--- config.mk ---
export PLATFORM = sky130hd
export DESIGN_NAME = input_debouncer
export DESIGN_NICKNAME = d
export VERILOG_FILES = /design/src/rtl/input_debouncer.sv
export SDC_FILE = /design/constraint.sdc
export NUM_CORES = 1
export LEC_CHECK = 0
export BUFFER_PORTS_ARGS = -buffer_cell sky130_fd_sc_hd__buf_4
export CAP_MARGIN = 30
export CORE_MARGIN = 1
export CORE_UTILIZATION = 45
export DETAILED_ROUTE_END_ITERATION = 12
export PLACE_DENSITY_LB_ADDON = 0.25
export SLEW_MARGIN = 40
export SYNTH_ARGS = -nofsm -noshare
export SYNTH_HDL_FRONTEND = slang
export SYNTH_SLANG_ARGS = --single-unit
--- constraint.sdc ---
create_clock -name clk -period 3.7 [get_ports clk]
set_input_delay 0.37 -clock clk [delete_from_list [all_inputs] [get_ports clk]]
set_output_delay 0.37 -clock clk [all_outputs]
set_load 0.05 [all_outputs]
--- src/rtl/input_debouncer.sv ---
// Input conditioner: a synchroniser chain followed by a four-state filter. The
// filter only changes clean_out once the synchronised level has held for STABLE_CYCLES cycles.
module input_debouncer #(
  parameter int SYNC_STAGES   = 2,
  parameter int STABLE_CYCLES = 16,
  parameter int GLITCH_WIDTH  = 8
) (
  input  logic                    clk,
  input  logic                    reset,
  input  logic                    async_in,
  input  logic                    glitch_clear,
  output logic                    clean_out,
  output logic                    busy,
  output logic [GLITCH_WIDTH-1:0] glitch_count
);

  localparam int CW = $clog2(STABLE_CYCLES + 1);
  localparam logic [CW:0]           STABLE_TGT = (CW + 1)'(STABLE_CYCLES);
  localparam logic [GLITCH_WIDTH-1:0] GLITCH_MAX = '1;

  typedef enum logic [1:0] {
    ST_LOW        = 2'd0,
    ST_CHECK_HIGH = 2'd1,
    ST_HIGH       = 2'd2,
    ST_CHECK_LOW  = 2'd3
  } state_t;

  // Synchroniser chain: stage 0 samples the raw input, and the last stage is the filtered source.
  logic [SYNC_STAGES-1:0] sync_reg;
  logic [SYNC_STAGES-1:0] sync_next;
  logic                   sync;

  genvar gi;
  generate
    for (gi = 0; gi < SYNC_STAGES; gi++) begin : g_sync
      if (gi == 0) begin : g_first
        assign sync_next[gi] = async_in;
      end else begin : g_chain
        assign sync_next[gi] = sync_reg[gi-1];
      end
    end
  endgenerate

  always_ff @(posedge clk) begin
    if (reset) begin
      sync_reg <= '0;
    end else begin
      sync_reg <= sync_next;
    end
  end

  assign sync = sync_reg[SYNC_STAGES-1];

  state_t                  state_reg, state_next;
  logic [CW-1:0]           cnt_reg, cnt_next;
  logic [CW:0]             cnt_inc;
  logic                    glitch_event;
  logic                    clean_out_reg, clean_out_next;
  logic                    busy_reg, busy_next;
  logic [GLITCH_WIDTH-1:0] glitch_count_reg, glitch_count_next;

  // One extra bit so the comparison against STABLE_CYCLES cannot overflow.
  assign cnt_inc = {1'b0, cnt_reg} + (CW + 1)'(1);

  always_comb begin
    state_next   = state_reg;
    cnt_next     = cnt_reg;
    glitch_event = 1'b0;
    case (state_reg)
      ST_LOW: begin
        if (sync) begin
          if (STABLE_CYCLES == 1) begin
            state_next = ST_HIGH;
          end else begin
            state_next = ST_CHECK_HIGH;
            cnt_next   = CW'(1);
          end
        end
      end
      ST_CHECK_HIGH: begin
        if (!sync) begin
          state_next   = ST_LOW;
          cnt_next     = '0;
          glitch_event = 1'b1;
        end else if (cnt_inc == STABLE_TGT) begin
          state_next = ST_HIGH;
          cnt_next   = '0;
        end else begin
          cnt_next = cnt_inc[CW-1:0];
        end
      end
      ST_HIGH: begin
        if (!sync) begin
          if (STABLE_CYCLES == 1) begin
            state_next = ST_LOW;
          end else begin
            state_next = ST_CHECK_LOW;
            cnt_next   = CW'(1);
          end
        end
      end
      ST_CHECK_LOW: begin
        if (sync) begin
          state_next   = ST_HIGH;
          cnt_next     = '0;
          glitch_event = 1'b1;
        end else if (cnt_inc == STABLE_TGT) begin
          state_next = ST_LOW;
          cnt_next   = '0;
        end else begin
          cnt_next = cnt_inc[CW-1:0];
        end
      end
      default: begin
        state_next = ST_LOW;
        cnt_next   = '0;
      end
    endcase
  end

  // Outputs are decoded from the next state, so they move on the same edge as the state.
  always_comb begin
    clean_out_next = (state_next == ST_HIGH) || (state_next == ST_CHECK_LOW);
    busy_next      = (state_next == ST_CHECK_HIGH) || (state_next == ST_CHECK_LOW);
  end

  // A clear that coincides with a glitch leaves the new glitch counted.
  always_comb begin
    glitch_count_next = glitch_count_reg;
    if (glitch_clear) begin
      glitch_count_next = glitch_event ? GLITCH_WIDTH'(1) : '0;
    end else if (glitch_event && (glitch_count_reg != GLITCH_MAX)) begin
      glitch_count_next = glitch_count_reg + GLITCH_WIDTH'(1);
    end
  end

  always_ff @(posedge clk) begin
    if (reset) begin
      state_reg        <= ST_LOW;
      cnt_reg          <= '0;
      clean_out_reg    <= 1'b0;
      busy_reg         <= 1'b0;
      glitch_count_reg <= '0;
    end else begin
      state_reg        <= state_next;
      cnt_reg          <= cnt_next;
      clean_out_reg    <= clean_out_next;
      busy_reg         <= busy_next;
      glitch_count_reg <= glitch_count_next;
    end
  end

  assign clean_out    = clean_out_reg;
  assign busy         = busy_reg;
  assign glitch_count = glitch_count_reg;

endmodule

After elaboration in Yosys (flattened, before gate mapping)
Cells that the tools add are included.
{ "classes": {"add_sub_neg": 2, "mul": 0, "n_div": 0, "magnitude_cmp": 0, "n_eq_ne": 10, "shifts": 0, "mux": 19, "bitwise": 0, "reduce_logical": 6} }
{ "ops": {"columns": ["op", "count"], "rows": [
  ["two-way mux 5 bit", 5],
  ["one-hot mux 5 bit (4 select lines)", 1],
  ["two-way mux 8 bit", 2],
  ["two-way mux 2 bit", 6],
  ["adder 8 x 1 -> 8 bit, second input constant", 1],
  ["equality test 2 bit, second input constant", 4],
  ["inequality test 8 bit, second input constant", 1],
  ["one-hot mux 2 bit (4 select lines)", 1],
  ["adder 5 x 1 -> 6 bit, second input constant", 1],
  ["equality test 6 x 5 -> 1 bit, second input constant", 1],
  ["equality test 2 x 1 -> 1 bit, second input constant", 2],
  ["inequality test 2 bit, second input constant", 2],
  ["two-way mux 1 bit", 3],
  ["logical NOT 2 bit", 1],
  ["logical OR 1 bit", 2],
  ["one-hot mux 1 bit (2 select lines)", 1],
  ["AND reduction 2 bit", 1],
  ["nonzero test 2 bit", 1],
  ["logical AND 1 bit", 1]
]} }
{ "word_totals": {"register_bits": 19, "latchBits": 0, "ramBits": 0, "rom_bits": 0, "inputBits": 4, "out_inout_bits": 10, "wordCells": 43, "n_memories": 0} }

Longest topological paths before layout
Gate-level depths: netlist (run 1).
{ "depth": {"depth_word": 7, "depth_mapped": 5, "ltp_nobuf": 5} }

Worst setup path before layout (run 1)
Ideal clock, no wire load.
{ "synth_path": {"kind": "reg2reg", "startpoint": "register glitch_count_reg[1], in the netlist glitch_count[1]", "endpoint": "register glitch_count_reg[4], in the netlist glitch_count[4]", "setup_time_ns": 0.070, "arrival_ns": 1.648, "t_required_ns": 3.630, "setup_slack_ns": 1.982, "stages_incl_launch_ff": 6, "cell_sequence": "dfxtp_1 -> ha_1 -> and2_1 -> nand4_1 -> or3_1 -> a21oi_1"} }
{ "synth_between": {"elab_chain_cells": 3, "word_cells_on_any_way": 6, "cone_classes": "add/sub (1); eq/ne (1); mux (2); reduce/logical (2)"} }
{ "synth_lines": {"columns": ["item", "line", "source"], "rows": [
  ["from (decl)", "60", "logic [GLITCH_WIDTH-1:0] glitch_count_reg, glitch_count_next;"],
  ["from (signal assigned)", "149", "glitch_count_reg <= glitch_count_next;"],
  ["adder 8 x 1 -> 8 bit / inequality test 8 bit (equally long branches)", "133, 132", null],
  ["two-way mux 8 bit / logical AND 1 bit (equally long branches)", "132", "end else if (glitch_event && (glitch_count_reg != GLITCH_MAX)) begin"],
  ["two-way mux 8 bit / nonzero test 2 bit (equally long branches)", null, null]
]} }
Parallel ways exist; a longest one is shown, timed or not. The select of a mux whose other input is x is not followed.
A chain may end at the register's enable or synchronous reset.

Worst setup path after layout (run 1)
{ "layout_path": {"startpoint": "register glitch_count_reg[0], in the netlist glitch_count[0]", "endpoint": "register glitch_count_reg[4], in the netlist glitch_count[4]"} }
Same word-level chain as after synthesis.

==> results.toml, run 1 <==
[layout]
multi_input_area_um2 = 494
n_antenna_cell = 0
nNetsFinal = 120
seqCellArea_um2 = 360
fillers = 175
drive_gt1_frac = 0.196
largest_register_ff_count = 8
layout.cells.most_common = "dfxtp_1"
area_delta_synth_final_pct = 16.6
final_cell_mix = "dfxtp_1, buf_4, nor2_1, o21ai_0, a21oi_1"

[cts]
cts_setup_buffers = 0
numCtsBuffers = 3
cts_root_buf = "clkbuf_4"
cts_max_path_buffers = 2
ctsHoldBuffers = 0
htreeDepth = 1
clkLatencyLatePin_ns = 0.29
clock-sinks = 18
cts_resized = 0
clkSlewWorstSetupHoldPaths_ns = 0.10
cts_tree = "done"

[floorplanning]
fp.coreArea_um2 = 1760
io_pins = 14
die_y_um = 45.9
rows = 15
fp.dieW_um = 45.9
initial_core_util = 0.491
die-area_um2 = 2100

[global_routing]
grt_use_met3 = 0.0238
antenna_found_initial = 0
grt_pass1_wl_mm = 2.70
gr-usage-met1 = 0.260
grt_usage = 0.181
overflow = 0
grt_pass1_vias = 618
grt.met2_usage = 0.245
busiest_layer = "met1"
grt_max_degree = 16

[timing]
finalHoldViolations = 0
fin_crit_sh = 0.399
tightest_slew_ns = 0.518
max_freq_mhz = 677
min_period_ns = 1.48
maxSlewViolCount = 0
setup_viol = 0
setup_tns_ns = 0
rsz0062_at_grt = "false"
slew_headroom = 0.654
skew_ns = 0.00736

[synthesis]
async_flop_share = 0
avgSynthCellArea_um2 = 8.84
syn-num-nets = 104
ys_types = 35
ys_top_cells_by_area = "dfxtp_1, o21ai_0, a21oi_1"
netlist_instances = 98
synth_ff_type = "dfxtp_1"
ys_seq_area_frac = 0.416
yosys_warnings = 0
synthesis.area_um2 = 866
synth_edf_count = 0
yosysTopAreaCell = "dfxtp_1"
ys_ff_latch = 18
synth.top_cell.area_share = 0.416

[run]
drv_cap = 0

[setup_path]
path_cells = "ha_1 > and2_1 > nand4_1 > or3_1 > a21oi_1"
cp_slowest_cell = "dfxtp_1"
worstPathArrival_ns = 1.71
crit_fanout = 5
path_delay_family = "simple AND/OR/NAND/NOR gates"
worstSetupEndpointType = "flip-flop"
start_kind = "flip-flop"
cp.buffers_inverters = 0
crit_required_ns = 3.94
path_class = "flip-flop to flip-flop"
slowest_delay_ns = 0.40

[placed_design]
hpwlAfterDp_mm = 1.22
globalplace.congestion = 0.824
port_buffers = 13

[power_and_ir_drop]
power_w = 0.000314
p_per_area_nw_per_um2 = 311
peakVddDrop_uv = 244
leakage_nw = 0.379

[hold_path]
hold_path_class = "primary input to flip-flop"

[routing]
wl_per_cell_um = 12.1
drt-initial-drc-count = 13
ant_nets = 0
vias = 772
drc_errors = 0
dr.pass1.iters = 3
routed_via_density = 5.64
drt_wl_total_mm = 1.65

[run_status]
status = "finished clean"
path summary, 6_finish.rpt:
kind,startpoint,to,slack (ns),cells after the start
min,async_in,sync_reg[0]$_SDFF_PP0_,0.28,2
max,glitch_count[0]$_SDFFE_PP0P_,glitch_count[4]$_SDFFE_PP0P_,2.22,5
max reg2reg,glitch_count[0]$_SDFFE_PP0P_,glitch_count[4]$_SDFFE_PP0P_,2.22,5
min reg2reg,sync_reg[0]$_SDFF_PP0_,sync_reg[1]$_SDFF_PP0_,0.46,1
cells in the mapped netlist (all sizes together) (2+ instances only):
master and count:
clkbuf 2, xnor2 2, nor3 4, nand4 4, and2 2, a21oi 8
nor2b 3, ha 2, nor3b 3, a31oi 3, and4b 2, nand2 5
mux2i 2, nor2 8, nand3 3, dfxtp 18, and3 3, o21ai 8
or2 2, nand2b 2
layout make-up:
class	instances	area share
multi-input combinational	77	0.489
sequential	18	0.357
timing repair buffer	13	0.0967
tap	25	0.0310
clock buffer	3	0.0223
inverter	1	0.00372
layer usage:
metal,vias up,wire [um]
li1,395,-
met2,12,702
met4,0,40
met5,-,0
met1,361,871
met3,4,37
through the flow:
stage	instances	hold WS, ns	worst slack [ns]	area [um^2]	util
after floorplan	98	0.414	1.98	866	-
after global placement	134	0.435	2.31	987	0.560
after detailed placement	134	0.433	2.26	987	0.560
after CTS	137	0.281	2.24	1010	0.572
after global routing	137	0.331	2.10	1010	0.572
final	137	0.284	2.22	1010	0.572
kinds of logic (layout without fill, tap and decap cells):
family	count (synthesis)	count (layout)	share of synthesized area
buf+inv	3	17	0.0130
compound gates	24	24	0.171
flops	18	18	0.416
fa+ha+maj	2	2	0.0289
mux	2	2	0.0231
simple gates	46	46	0.309
xor+xnor	3	3	0.0390
power breakdown:
group	internal (W)	switching, W
logic	0.00000664	0.0000104
registers	0.000196	0.00000271
clock network	0.0000379	0.0000604
worst reg2reg max path, cell delays in order (launching register included):
cell and delay [ns]:
dfxtp_1 0.40, ha_1 0.22, and2_1 0.22, nand4_1 0.12, or3_1 0.32, a21oi_1 0.14
No activity file was read; power rests on OpenSTA's default activity.
==> run 2: changes to the inputs <==
- ABC_AREA: not set -> 1
- clock period: 3.7 -> 1.55 ns (I/O delays scaled with it)
==> run 2 against run 1 <==
  * Global-route usage increased by 1.0 points
  * Maximum frequency is 16% higher
  * Sequential share of layout area down 3.2 points
  * Final cell count up 34%
  * Hold slack worse by 0.23 ns
  * Sequential power rose by 140%
  * Worst setup slack lost 1.9 ns
  * Flip-flop and latch count is the same
  * Non-clock buffer count is the same
  * Clock power grew to 3.0 times the previous value
  * Wire length up 13%
  * Critical endpoint is now glitch_count[3]$_SDFFE_PP0P_
==> results.toml, run 2 <==
[synthesis]
yosysTopAreaCell = "dfxtp_1"
avgSynthCellArea_um2 = 6.78
synth.cells.most_frequent = "nand2_1, inv_1, dfxtp_1, nand3_1, nor2_1"
async_flop_share = 0
syn-num-nets = 146
netlist_instances = 140
ys_types = 20
ys_seq_area_frac = 0.379
synth.top_cell.area_share = 0.379
yosys_warnings = 0
ys_top_cells_by_area = "dfxtp_1, nand2_1, inv_1"
synth_ff_type = "dfxtp_1"
synth.most_common_cell = "nand2_1"
ys_ff_latch = 18
synth_edf_count = 0
synthesis.area_um2 = 950

[layout]
nNetsFinal = 163
fin_util = 0.563
fillers = 196
largest_register_ff_count = 8
n_antenna_cell = 0
final_cell_mix = "nand2_1, inv_1, dfxtp_1"
drive_gt1_frac = 0.179
area_delta_synth_final_pct = 17.5
layout.cells.most_common = "nand2_1"

[floorplanning]
io_pins = 14
initial_core_util = 0.479
die-area_um2 = 2300
die_y_um = 47.9
fp.dieW_um = 47.9
fp.coreArea_um2 = 1980
rows = 16

[routing]
drc_errors = 0
ant_nets = 0
vias = 888
wl_per_cell_um = 10.2
drt_wl_total_mm = 1.87
drt-initial-drc-count = 17
routed_via_density = 4.85
dr.pass1.iters = 4

[run_status]
status = "finished clean"

[hold_path]
holdCritStartpoint = "async_in"
whs_path_depth = 3
hold-path-endpoint = "sync_reg[0]$_SDFF_PP0_"
hold_path_class = "primary input to flip-flop"

[setup_path]
worstPathArrival_ns = 1.47
path_cells = "ha_1 > nand2_1 > nor2_4 > nand2_4 > nand2_4 > nand2_2 > nand2_1 > a21oi_1"
crit_required_ns = 1.75
r2r_setup_slack_ns = 0.27
worstSetupEndpointType = "flip-flop"
path_delay_family = "simple AND/OR/NAND/NOR gates"
slowest_delay_ns = 0.38
crit_fanout = 7
r2r-start = "glitch_count[0]$_SDFFE_PP0P_"
path_class = "flip-flop to flip-flop"
cp.buffers_inverters = 0
start_kind = "flip-flop"
rr_worst_depth = 8
r2r_end = "glitch_count[3]$_SDFFE_PP0P_"
cp_slowest_cell = "dfxtp_2"

[power_and_ir_drop]
peakVddDrop_uv = 445
power.switching_w = 0.000197
leakage_nw = 0.472
pwr-share-comb = 0.069
p_per_area_nw_per_um2 = 743
p_clk_frac = 0.356
power_frac_seq = 0.574
switching_share = 0.238
internal-power_w = 0.000632

[cts]
clkLatencyLatePin_ns = 0.29
clock-sinks = 18
numCtsBuffers = 3
cts_max_path_buffers = 2
cts_setup_buffers = 0
ctsHoldBuffers = 0
cts_root_buf = "clkbuf_4"
clkSlewWorstSetupHoldPaths_ns = 0.11
htreeDepth = 1
cts_tree = "done"
cts_resized = 0

[global_routing]
grt_usage = 0.191
grt_max_degree = 13
grt_pass1_vias = 726
overflow = 0
grt_pass1_wl_mm = 3.04
antenna_found_initial = 0

[timing]
slew_headroom = 0.809
setup_tns_ns = 0
rsz0062_at_grt = "false"
whs_ns = 0.0587
skew_ns = 0.00639
finalHoldViolations = 0
fin_crit_sh = 0.823
tightest_slew_ns = 0.285
setup_viol = 0
maxSlewViolCount = 0
max_freq_mhz = 784
min_period_ns = 1.28

[placed_design]
globalplace.congestion = 0.829
hpwlAfterDp_mm = 1.42
port_buffers = 13

[run]
drv_cap = 0
[run 2: cell count changes after synthesis, sizes merged, moves of 10 or more]
| cell | before | now |
|---|---|---|
| nand3 | 3 | 15 |
| inv | 1 | 24 |
| nor2 | 8 | 18 |
| nand2 | 5 | 36 |
[run 2: how the worst max path moves through the flow]
stage                                  from                            to  depth (start not counted)
5_1_grt        glitch_count[0]$_SDFFE_PP0P_  glitch_count[3]$_SDFFE_PP0P_                          7
4_1_cts        glitch_count[0]$_SDFFE_PP0P_  glitch_count[2]$_SDFFE_PP0P_                          8
6_report       glitch_count[0]$_SDFFE_PP0P_  glitch_count[3]$_SDFFE_PP0P_                          8
2_1_floorplan  glitch_count[2]$_SDFFE_PP0P_  glitch_count[3]$_SDFFE_PP0P_                          7
3_5_place_dp   glitch_count[0]$_SDFFE_PP0P_  glitch_count[2]$_SDFFE_PP0P_                          8
3_3_place_gp   glitch_count[0]$_SDFFE_PP0P_  glitch_count[3]$_SDFFE_PP0P_                          8
[run 2: area by class of cell]
cell class                 count  area [um^2]  share of cell area
tap                           27         33.8              0.0303
multi-input combinational     97          495               0.444
timing repair buffer          13         97.6              0.0874
inverter                      24         90.1              0.0807
clock buffer                   4         36.3              0.0325
sequential                    18          363               0.325
[run 2: cells by family (layout without fill, tap and decap cells)]
group                    after synthesis  in the layout  share of synthesized area
AND/OR/NAND/NOR                       76             76                      0.374
buffers and inverters                 25             41                     0.0988
AO/OA/AOI/OAI                         18             18                      0.112
flip-flops                            18             18                      0.379
adder cells (fa/ha/maj)                2              2                     0.0263
XOR/XNOR                               1              1                    0.00922
[run 2: through the flow]
| stage | cell area (um^2) | instances | worst slack [ns] | power (W) |
|---|---|---|---|---|
| global placement | 1080 | 179 | 0.334 | 0.000543 |
| CTS | 1120 | 183 | 0.266 | 0.000836 |
| global route | 1120 | 183 | 0.118 | 0.000869 |
| detailed placement | 1080 | 179 | 0.291 | 0.000544 |
| floorplan | 952 | 140 | 0.0673 | 0.000525 |
| finish | 1120 | 183 | 0.274 | 0.000829 |
[run 2: layer usage]
| metal | track usage | vias up | routed length (um) |
|---|---|---|---|
| li1 | - | 475 | - |
| met1 | 0.264 | 396 | 924 |
| met2 | 0.289 | 15 | 869 |
| met3 | 0.0453 | 2 | 65 |
| met4 | 0.0667 | 0 | 12 |
| met5 | 0 | - | 0 |
[run 2: worst register-to-register path, stage by stage (launching register included)]
cell	delay, ns
dfxtp_2	0.38
ha_1	0.17
nand2_1	0.10
nor2_4	0.14
nand2_4	0.09
nand2_4	0.11
nand2_2	0.07
nand2_1	0.07
a21oi_1	0.05
[run 2: power groups by stage]
stage / logic, W / registers (W) / clock network [W]
final: 0.0000576 / 0.000476 / 0.000295
after global placement: 0.0000568 / 0.000486 / 0
after detailed placement: 0.0000576 / 0.000487 / 0
after floorplan: 0.0000307 / 0.000494 / 0
after global routing: 0.0000649 / 0.000477 / 0.000326
after CTS: 0.0000579 / 0.000476 / 0.000302
==> run 3: changes to the inputs <==
- clock period: 1.55 -> 1.1 ns (I/O delays scaled with it)
==> run 3 against run 2 <==
  * The run now ends with negative setup slack left
  * Largest power group unchanged
  * Non-clock buffer count grew 15
  * Via count grew 13%
  * Count of clock-buffer cells in the layout is the same
==> results.toml, run 3 (synthesis results as in run 2) <==
[run_status]
status = "finished, violations left"
violations = "negative setup slack"

[placed_design]
place_inst = 189
hpwlAfterDp_mm = 1.59
dp_slack_ns = -0.119
globalplace.congestion = 0.817
port_buffers = 13

[layout]
seqCellArea_um2 = 393
largest_register_ff_count = 8
nNetsFinal = 178
fillers = 166
multi_input_area_um2 = 621
drive_gt1_frac = 0.474
n_antenna_cell = 0
final_cell_mix = "buf_4, nand2_1, inv_1"
layout.cells.most_common = "buf_4"
area_delta_synth_final_pct = 48.1
fin_cells = 198

[setup_path]
crit_fanout = 7
path_class = "flip-flop to flip-flop"
worstSetupEndpointType = "flip-flop"
crit_required_ns = 1.30
worstPathArrival_ns = 1.41
start_kind = "flip-flop"

[floorplanning]
die-area_um2 = 2300
io_pins = 14
fp.coreArea_um2 = 1980
die_y_um = 47.9
initial_core_util = 0.479
fp.dieW_um = 47.9
rows = 16

[routing]
wl_per_cell_um = 11.4
ant_nets = 0
drt-initial-drc-count = 22
drt_wl_total_mm = 2.26
vias = 1004
drc_errors = 0
routed_via_density = 5.07
dr.pass1.iters = 4

[hold_path]
hold_path_class = "primary input to flip-flop"

[cts]
cts_tree = "done"
cts_root_buf = "clkbuf_4"
cts_max_path_buffers = 2
clkSlewWorstSetupHoldPaths_ns = 0.11
htreeDepth = 1
numCtsBuffers = 3
clkLatencyLatePin_ns = 0.30
clock-sinks = 18

[timing]
fin_crit_sh = 1.10
final.setup.worst_slack_ns = -0.110
setup_viol = 9
rsz0062_at_grt = "true"
min_period_ns = 1.21
slew_headroom = 0.818
tightest_slew_ns = 0.271
finalHoldViolations = 0
maxSlewViolCount = 0
skew_ns = 0.0123
max_freq_mhz = 826

[global_routing]
grt_pass1_wl_mm = 3.24
overflow = 0
grt_max_degree = 13
grt_pass1_vias = 842
antenna_found_initial = 0
grt_usage = 0.206

[power_and_ir_drop]
leakage_nw = 0.598
peakVddDrop_uv = 750
p_per_area_nw_per_um2 = 843

[run]
drv_cap = 0
==> run 3: cell types whose count changed in the layout (fill, tap and decap cells not counted), moves of 6 or more <==
cell     before  now
dfxtp_1      16    4
nand2_1      32   24
dfxtp_4       0    6
dfxtp_2       2    8
buf_4        13   25
==> run 3: where the power goes <==
part / internal [W] / total (W) / switching [W]
registers: 0.000650 / 0.000660 / 0.00000969
logic: 0.0000473 / 0.000118 / 0.0000708
clock network: 0.000202 / 0.000408 / 0.000206
total: 0.000899 / 0.00119 / 0.000287
==> run 3: worst paths after layout <==
check                                             startpoint                           end  slack (ns)  cells past startpoint
worst max-delay path            glitch_count[0]$_SDFFE_PP0P_  glitch_count[3]$_SDFFE_PP0P_       -0.11                      8
worst min-delay path                                async_in        sync_reg[0]$_SDFF_PP0_        0.02                      3
worst max register to register  glitch_count[0]$_SDFFE_PP0P_  glitch_count[3]$_SDFFE_PP0P_       -0.11                      8
worst min register to register        sync_reg[0]$_SDFF_PP0_        sync_reg[1]$_SDFF_PP0_        0.40                      2
==> run 3: layout make-up <==
cell class              count  area share
clock buffers               4      0.0258
inverters                  24      0.0694
multi-input cells          97       0.441
flip-flops and latches     18       0.279
well taps                  27      0.0240
repair buffers             28       0.160
==> run 3: stage by stage <==
| stage | total power, W | area [um^2] | TNS (ns) | hold slack (ns) | util |
|---|---|---|---|---|---|
| final | 0.00119 | 1410 | -0.713 | 0.0173 | 0.710 |
| after global routing | 0.00124 | 1410 | -1.44 | 0.0299 | 0.710 |
| after CTS | 0.00119 | 1290 | -0.662 | 0.00780 | 0.652 |
| after detailed placement | 0.000775 | 1200 | -0.781 | 0.320 | 0.607 |
| after global placement | 0.000771 | 1200 | -0.401 | 0.313 | 0.607 |
| after floorplan | 0.000734 | 1000 | -1.08 | 0.217 | - |
==> run 3: repair_timing <==
action / in CTS / in global routing
gates cloned: 0 / 0
pin swaps: 6 / 8
hold buffers: 0 / 0
resized for setup: 13 / 29
buffers inserted: 2 / 3
setup endpoints to repair: 16 / 18
==> run 3: per-layer routing <==
layer  vias to the layer above  wire (um)  share of wire  track usage
li1                        511          -              -            -
met1                       456        885           0.39        0.205
met2                        30       1230           0.54        0.386
met3                         7         92          0.041       0.0453
met4                         0         50          0.022        0.122
met5                         -          0              0            0
==> run 3: worst max-delay path: stages, from the launching register on <==
cell and delay, ns:
dfxtp_4 0.39, ha_4 0.15, nand2_4 0.05, nor2_4 0.11
nand2_4 0.09, nand2_4 0.12, nand2_4 0.07, nand2_1 0.07
a21oi_1 0.05
